## src/rtl/regport_arbiter.sv

```systemverilog
// Two-requester round-robin arbiter for one register-file read-address port.
// The grant is registered; the address mux follows the grant combinationally.
module regport_arbiter #(
  parameter int unsigned ADDR_W   = 4,
  parameter int unsigned MAX_HOLD = 4
) (
  input  logic              clk,
  input  logic              rst,
  input  logic              req0,
  input  logic [ADDR_W-1:0] addr0,
  input  logic              req1,
  input  logic [ADDR_W-1:0] addr1,
  output logic              gnt0,
  output logic              gnt1,
  output logic              sel,
  output logic [ADDR_W-1:0] port_addr,
  output logic              port_valid
);

  localparam int unsigned CNT_W = (MAX_HOLD > 1) ? $clog2(MAX_HOLD) : 1;
  localparam logic [CNT_W-1:0] HOLD_LAST = CNT_W'(MAX_HOLD - 1);

  typedef enum logic [1:0] {
    IDLE = 2'd0,
    G0   = 2'd1,
    G1   = 2'd2
  } state_t;

  state_t           r_state;
  state_t           w_state_nxt;
  logic             r_last;      // 1 = requester 1 owned the port most recently
  logic [CNT_W-1:0] r_hold;
  logic             w_hold_sat;
  logic             w_enter;

  assign w_hold_sat = (r_hold == HOLD_LAST);
  assign w_enter    = (w_state_nxt != r_state) && (w_state_nxt != IDLE);

  always_comb begin
    w_state_nxt = r_state;
    unique case (r_state)
      IDLE: begin
        if (req0 && !req1)      w_state_nxt = G0;
        else if (req1 && !req0) w_state_nxt = G1;
        else if (req0 && req1)  w_state_nxt = r_last ? G0 : G1;
      end
      G0: begin
        if (!req0)                     w_state_nxt = req1 ? G1 : IDLE;
        else if (req1 && w_hold_sat)   w_state_nxt = G1;
      end
      G1: begin
        if (!req1)                     w_state_nxt = req0 ? G0 : IDLE;
        else if (req0 && w_hold_sat)   w_state_nxt = G0;
      end
      default: w_state_nxt = IDLE;
    endcase
  end

  always_ff @(posedge clk) begin
    if (rst) begin
      r_state <= IDLE;
      r_last  <= 1'b1;
      r_hold  <= '0;
    end else begin
      r_state <= w_state_nxt;
      if (w_enter) begin
        r_hold <= '0;
        r_last <= (w_state_nxt == G1);
      end else if (w_state_nxt == IDLE) begin
        r_hold <= '0;
      end else if (!w_hold_sat) begin
        r_hold <= r_hold + CNT_W'(1);
      end
    end
  end

  assign gnt0       = (r_state == G0);
  assign gnt1       = (r_state == G1);
  assign sel        = gnt1;
  assign port_valid = gnt0 | gnt1;
  assign port_addr  = sel ? addr1 : addr0;

endmodule

```

## config.mk

```make
export PLATFORM = sky130hd
export DESIGN_NAME = regport_arbiter
export DESIGN_NICKNAME = d
export VERILOG_FILES = /design/src/rtl/regport_arbiter.sv
export SDC_FILE = /design/constraint.sdc
export NUM_CORES = 1
export LEC_CHECK = 0
export CAP_MARGIN = 10
export CORE_AREA = 2 2 39 41
export DETAILED_ROUTE_END_ITERATION = 7
export DIE_AREA = 0 0 41 43
export PLACE_DENSITY = 0.72
export SYNTH_ARGS = -nofsm -noshare
export SYNTH_HDL_FRONTEND = slang
export SYNTH_SLANG_ARGS = --single-unit
```

## constraint.sdc

```tcl
create_clock -name clk -period 3.9 [get_ports clk]
set_input_delay 0.585 -clock clk [delete_from_list [all_inputs] [get_ports clk]]
set_output_delay 0.585 -clock clk [all_outputs]
set_load 0.03 [all_outputs]
```

Yosys cells after proc, flatten, opt, wreduce, memory -nomap -nowiden
Cells that the tools add are included.
{ "totals": {"register_bits": 5, "latch_bits": 0, "ramBits": 0, "mem_bits_ro": 0, "out_inout_bits": 8, "word_cells": 34, "memories": 0} }
{ "classes": {"addsub": 1, "mul": 0, "n_div": 0, "order_cmp": 0, "n_eq_ne": 5, "n_shift": 0, "n_mux": 12, "n_bitwise": 1, "reduce_logical": 12} }
{ "ops": {"columns": ["op", "count"], "rows": [
  ["$mux 2", 9],
  ["$eq 2x2->1 const B", 3],
  ["$logic_and 1x1->1", 6],
  ["$pmux 2 s3", 1],
  ["$logic_not 2->1", 2],
  ["$mux 4", 1],
  ["$reduce_or 3->1", 1],
  ["$add 2x1->2 const B", 1],
  ["$eq 2x1->1 const B", 1],
  ["$logic_not 1->1", 2],
  ["$ne 2x2->1", 1],
  ["$reduce_bool 2->1", 1],
  ["$mux 1", 1],
  ["$or 1x1->1", 1]
]} }

Depth between registers and ports, before layout
Gate-level depths: netlist of the first run.
{ "logic_depth": {"depth_word": 8, "mapped_depth": 8, "mapped_depth_nobuf": 7} }

Least setup slack after synthesis of the first run
OpenSTA, ideal clock, no wires.
{ "synth_path": {"kind": "register to register", "start": "reg r_state[0]", "end": "reg r_hold[0]", "setup_time_ns": 0.074, "t_arrival_ns": 2.068, "t_required_ns": 3.826, "path_slack_ns": 1.758, "stages_incl_launch_ff": 9, "n_path_buf": 1, "period_less_slack_ns": 2.142, "path_cell_list": "dfxtp_1 -> inv_1 -> ha_1 -> buf_6 -> mux2_2 -> nand2_1 -> o211ai_2 -> or4_1 -> o21ai_0"} }
{ "synth_rtl": {"columns": ["element", "line_no", "rtl"], "rows": [
  ["start: declaration", "29", "state_t r_state;"],
  ["start signal: assignment", "65", "r_state <= w_state_nxt;"],
  ["$eq 2x2->1 *", null, null],
  ["named net gnt1", "14", "output logic gnt1,"],
  ["$pmux 2 s3 *", "41", "unique case (r_state)"],
  ["$ne 2x2->1 / $reduce_bool 2->1 (equally long branches)", "37", "assign w_enter = (w_state_nxt != r_state) && (w_state_nxt != IDLE);"],
  ["$logic_and 1x1->1", "37", null],
  ["$reduce_or 3->1 (no line) *", null, null],
  ["end signal: assignment", "72", "r_hold <= r_hold + CNT_W'(1);"],
  ["end: declaration", "32", "logic [CNT_W-1:0] r_hold;"]
]} }
Mark *: on every way through the listed nets, which the timed path passes. The rest lies on a longest branch.
A chain may end at the register's enable or synchronous reset.

Final worst setup path of the first run
{ "layout_path": {"start": "reg r_state[1]", "end": "out port_addr[2]"} }
{ "layout_via": {"elab_chain_len": 2} }
{ "layout_rtl": {"columns": ["element", "line_no", "rtl"], "rows": [
  ["$eq 2x2->1", "78", "assign gnt1 = (r_state == G1);"],
  ["$mux 4", "81", "assign port_addr = sel ? addr1 : addr0;"],
  ["end: declaration", "16", "output logic [ADDR_W-1:0] port_addr,"]
]} }
Every way passes these cells.

==> results of run 1 <==
[report_power, final]
| part | internal, mW | total [mW] | switching (mW) |
|---|---|---|---|
| Clock | 0.0386 | 0.0581 | 0.0195 |
| Sequential | 0.0623 | 0.0798 | 0.0175 |
| Combinational | 0.0863 | 0.190 | 0.103 |
[metal layers]
layer  vias up  GRT usage (%)  share of wire [%]
li1        262              -                  -
met5         -              0                  0
met3         0           5.76                 11
met1       241           16.5                 38
met4         0           4.00                  0
met2        22           27.5                 50
[sequential cells by signal, summed over array words and instances (netlist names)]
signal / cells
r_last: 1
r_state: 2
r_hold: 2
[worst max-delay path, stage by stage (launching register included)]
cell and delay, ns:
dfxtp_1 0.52, ha_1 0.46, mux2_2 0.38, clkdlybuf4s50_1 0.60
[Yosys cell counts, types with 2 or more instances]
cell,count
ha_1,5
nand2_1,7
nand2b_1,2
nand3b_1,2
nor2_1,3
dfxtp_1,5
nand4_1,2
xnor2_1,2
inv_1,4
or4_1,3
mux2_2,6
buf_4,2
o2111ai_1,3
o21ai_0,3
[through the flow]
| step | cells | hold slack [ns] | instance area (sq um) | total power, mW |
|---|---|---|---|---|
| 3_3_place_gp | 92 | 0.580 | 699 | 0.266 |
| 4_1_cts | 96 | 0.597 | 726 | 0.331 |
| 5_1_grt | 96 | 0.625 | 726 | 0.353 |
| 2_1_floorplan | 60 | 0.534 | 515 | 0.217 |
| 6_report | 96 | 0.598 | 726 | 0.327 |
| 3_5_place_dp | 92 | 0.589 | 699 | 0.270 |
[final cells by class]
| class | count | area (sq um) |
|---|---|---|
| sequential | 5 | 100 |
| clock buffer | 4 | 26.3 |
| tap | 16 | 20.0 |
| fill | 143 | 658 |
| inverter | 4 | 15.0 |
| multi-input combinational | 48 | 374 |
| timing repair buffer | 19 | 190 |
[worst min-delay path by stage]
| stage | from | end | slack [ns] | depth (start not counted) |
|---|---|---|---|---|
| 3_3_place_gp | r_last | r_last | 0.58 | 2 |
| 4_1_cts | r_last | r_last | 0.60 | 2 |
| 2_1_floorplan | r_state[0] | r_hold[0] | 0.53 | 2 |
| 6_report | r_state[0] | r_hold[1] | 0.60 | 2 |
| 5_1_grt | r_state[0] | r_hold[0] | 0.62 | 2 |
| 3_5_place_dp | r_state[0] | r_hold[0] | 0.59 | 2 |
[cell families (layout without fill, tap and decap cells)]
family,count (synthesis),count (layout),synth area share (%)
flops,5,5,19.4
fa+ha+maj,5,5,12.1
buf+inv,7,27,8.01
xor+xnor,2,2,3.40
simple gates,23,23,23.8
mux,6,6,13.1
compound gates,12,12,20.1
==> impl_metrics.csv, run 1 <==
group,metric,value,unit
synthesis,synth.net_count,77,
place,dp_hpwl,1000,um
power_and_ir_drop,ir_drop,261,uV
detailed_routing,finalWirelength,1230,um
synthesis,synth_area,515,sq um
cells_and_area,drive_gt1_share,16.3,%
power_and_ir_drop,power.leakage,0.270,nW
sta,slew_headroom,69.9,%
critical_path,critical_path_class,"reg -> out",
sta,hold_viol_final,0,
detailed_routing,drt_iter0_markers,6,
cells_and_area,n_antenna_cell,0,
cells_and_area,syn2layout_area_growth,40.8,%
clock_network,numClockSinks,5,
die,core,1380,sq um
place,pre_cts_ws,1.37,ns
grt,antenna_found_initial,0,
synthesis,yosysTopAreaCellShare,19.4,%
die,io_pins,20,
critical_path,critPathCapture,"port_addr[2]",
sta,tightest_slew,0.450,ns
synthesis,synth_edf_count,0,
sta,rsz0062_at_grt,"false",
worst_hold_path,min_path_type,"reg -> reg",
sta,setup_viol,0,
die,rows,14,
detailed_routing,wl_per_cell,12.8,um
grt,grt_max_degree,12,
grt,grt_pass1_wl,1900,um
grt,grt_usage,15.7,%
sta,final.setup.tns,0,ns
clock_network,cts_buffer_depth,2,
critical_path,arrival,2.20,ns
critical_path,reg2reg_depth,6,
cells_and_area,finalNetCount,98,
synthesis,synth_cell_types,25,
sta,finalCriticalPeriod,2.79,ns
sta,worst_clock_skew,0.00103,ns
grt,grt_pass1_vias,479,
clock_network,ctsRootBufferMaster,"clkbuf_4",
die,die_w,41,um
synthesis,async_flop_share,0,%
synthesis,syn_inst,60,
clock_network,clkTransAtPathRegs,0.04,ns
detailed_routing,viasPerCell,5.47,
clock_network,cts_buffers,3,
synthesis,yosys_warnings,0,
clock_network,ctsHoldBuffers,0,
critical_path,cp.required,3.31,ns
synthesis,synth_top_cell_by_area,"dfxtp_1",
sta,maxSlewViolCount,0,
sta,finalCritPeriodShare,71.5,%
critical_path,rrSetupSlack,1.67,ns
clock_network,cts_setup_buffers,0,
power_and_ir_drop,power_density,451,nW/um^2
critical_path,crit_start,"r_state[1]",
detailed_routing,dr.pass1.iters,4,
clock_network,clkLatencyLatePin,0.24,ns
die,dieArea,1760,sq um
synthesis,syn_avg_cell_area,8.59,sq um
clock_network,cts_resized,0,
critical_path,crit_fanout,11,
detailed_routing,antenna_left,0,
grt,grt-ovfl-total,0,
cells_and_area,layout_commonest_cell,"clkdlybuf4s50_1",
die,initial_core_util,37.3,%
synthesis,synthFlopType,"dfxtp_1",
place,io_buffers,19,
critical_path,crit-reg2reg-launch,"r_state[1]",
sta,fmax,0.359,GHz
cells_and_area,fin_util,52.4,%
critical_path,worstSetupEndpointType,"output port",
detailed_routing,vias,525,
cells_and_area,layout_common_cells,"clkdlybuf4s50_1 (19), nand2_1 (7), mux2_2 (6)",
critical_path,cp-start-kind,"flop",
clock_network,h-tree-depth,1,
status,status,"finished, final reports clean",
synthesis,ys_ff_latch,5,
critical_path,rr_endpoint,"r_hold[0]",
place,routabilityCongestion,0.751,
detailed_routing,drc,0,
synthesis,seq_area_frac_synth,19.4,%
sta,fin_ws,1.11,ns
run,maxCapViolCount,0,
synthesis,synthTopCellsByArea,"dfxtp_1 (19%), mux2_2 (13%), ha_1 (12%)",
die,fp.dieH,43,um
clock_network,cts_tree,"built",
(Power assumes the default switching activity.)
==> inputs of run 2 (changes only) <==
Clock period 3.9 ns to 2.8 ns, I/O delays scaled along.
==> impl_metrics.csv, run 2 (synthesized netlist as in run 1, its figures left out) <==
group,metric,value,unit
clock_network,ctsHoldBuffers,0,
clock_network,cts_setup_buffers,0,
detailed_routing,finalWirelength,1240,um
detailed_routing,drc,0,
clock_network,h-tree-depth,1,
sta,slew_headroom,69.5,%
clock_network,clkLatencyLatePin,0.23,ns
sta,final.setup.tns,0,ns
detailed_routing,drt_iter0_markers,10,
power_and_ir_drop,ir_drop,331,uV
sta,worst_clock_skew,0.000633,ns
place,io_buffers,19,
cells_and_area,layout_commonest_cell,"clkdlybuf4s50_1",
die,initial_core_util,37.3,%
sta,fin_ws,0.190,ns
critical_path,worstSetupEndpointType,"output port",
grt,grt_max_degree,12,
grt,grt-ovfl-total,0,
detailed_routing,viasPerCell,5.32,
cells_and_area,drive_gt1_share,16.3,%
clock_network,numClockSinks,5,
sta,finalCritPeriodShare,93.2,%
power_and_ir_drop,power.leakage,0.270,nW
die,core,1380,sq um
place,dp_hpwl,1020,um
sta,hold_viol_final,0,
critical_path,cp_slowest_cell,"clkdlybuf4s50_1",
detailed_routing,wl_per_cell,12.9,um
detailed_routing,vias,511,
worst_hold_path,min_path_type,"reg -> reg",
detailed_routing,dr.pass1.iters,4,
critical_path,cp.required,2.38,ns
critical_path,critical_path_class,"reg -> out",
clock_network,cts_resized,0,
grt,grt_pass1_wl,1900,um
clock_network,ctsRootBufferMaster,"clkbuf_4",
grt,antenna_found_initial,0,
die,dieArea,1760,sq um
die,fp.dieH,43,um
critical_path,cp_cell_sequence,"ha_1 -> mux2_2 -> clkdlybuf4s50_1",
power_and_ir_drop,power_density,623,nW/um^2
run,maxCapViolCount,0,
clock_network,cts_buffers,3,
clock_network,clkTransAtPathRegs,0.04,ns
sta,tightest_slew,0.457,ns
grt,grt_pass1_vias,471,
die,io_pins,20,
detailed_routing,antenna_left,0,
clock_network,cts_tree,"built",
cells_and_area,layout_common_cells,"clkdlybuf4s50_1 (19), nand2_1 (7), mux2_2 (6)",
cells_and_area,top_regs,"r_hold (2), r_state (2), r_last (1)",
grt,grt_usage,15.6,%
status,status,"finished, final reports clean",
sta,rsz0062_at_grt,"false",
sta,finalCriticalPeriod,2.61,ns
critical_path,cp-start-kind,"flop",
cells_and_area,finalNetCount,98,
place,pre_cts_ws,0.459,ns
cells_and_area,syn2layout_area_growth,40.8,%
sta,setup_viol,0,
place,routabilityCongestion,0.750,
cells_and_area,n_antenna_cell,0,
critical_path,arrival,2.19,ns
critical_path,cpPeakStageDelay,0.60,ns
die,die_w,41,um
critical_path,crit_fanout,11,
sta,maxSlewViolCount,0,
clock_network,cts_buffer_depth,2,
die,rows,14,
sta,fmax,0.383,GHz
-- run 2: through the flow --
step | cell area [sq um] | hold slack, ns | instances | util (%) | power [mW]
5_1_grt | 726 | 0.622 | 96 | 52.4 | 0.486
3_3_place_gp | 699 | 0.580 | 92 | 50.5 | 0.370
4_1_cts | 726 | 0.589 | 96 | 52.4 | 0.459
3_5_place_dp | 699 | 0.583 | 92 | 50.5 | 0.375
6_report | 726 | 0.583 | 96 | 52.4 | 0.452
2_1_floorplan | 515 | 0.497 | 60 | - | 0.302
-- run 2: critical path: cells and delay by family (launching register included) --
family | cells | cell delay (ns)
buf+inv | 1 | 0.60
flops | 1 | 0.52
fa+ha+maj | 1 | 0.46
mux | 1 | 0.38
-- run 2: report_power, final --
part           internal (mW)  switching (mW)
Sequential            0.0868          0.0231
Combinational          0.120           0.143
Clock                 0.0536          0.0254
Total                  0.261           0.192
-- run 2: layout make-up --
| class | instances | area, sq um |
|---|---|---|
| Tap cell | 16 | 20.0 |
| Timing Repair Buffer | 19 | 190 |
| Sequential cell | 5 | 100 |
| Clock buffer | 4 | 26.3 |
| Multi-Input combinational cell | 48 | 374 |
| Inverter | 4 | 15.0 |
| Fill cell | 146 | 658 |
-- run 2: metal layers --
layer / share of wire (%) / vias up / global-route usage (%)
li1: - / 263 / -
met1: 43 / 231 / 17.5
met2: 49 / 17 / 27.5
met3: 7.7 / 0 / 5.24
met4: 0 / 0 / 2.00
met5: 0 / - / 0
-- run 2: worst paths after layout --
path,from,to,slack (ns),cells after the start
setup / recovery,r_state[1],port_addr[2],0.19,3
hold / removal,r_last,r_last,0.58,2
setup reg to reg,r_state[1],r_hold[0],0.56,6
hold reg to reg,r_last,r_last,0.58,2
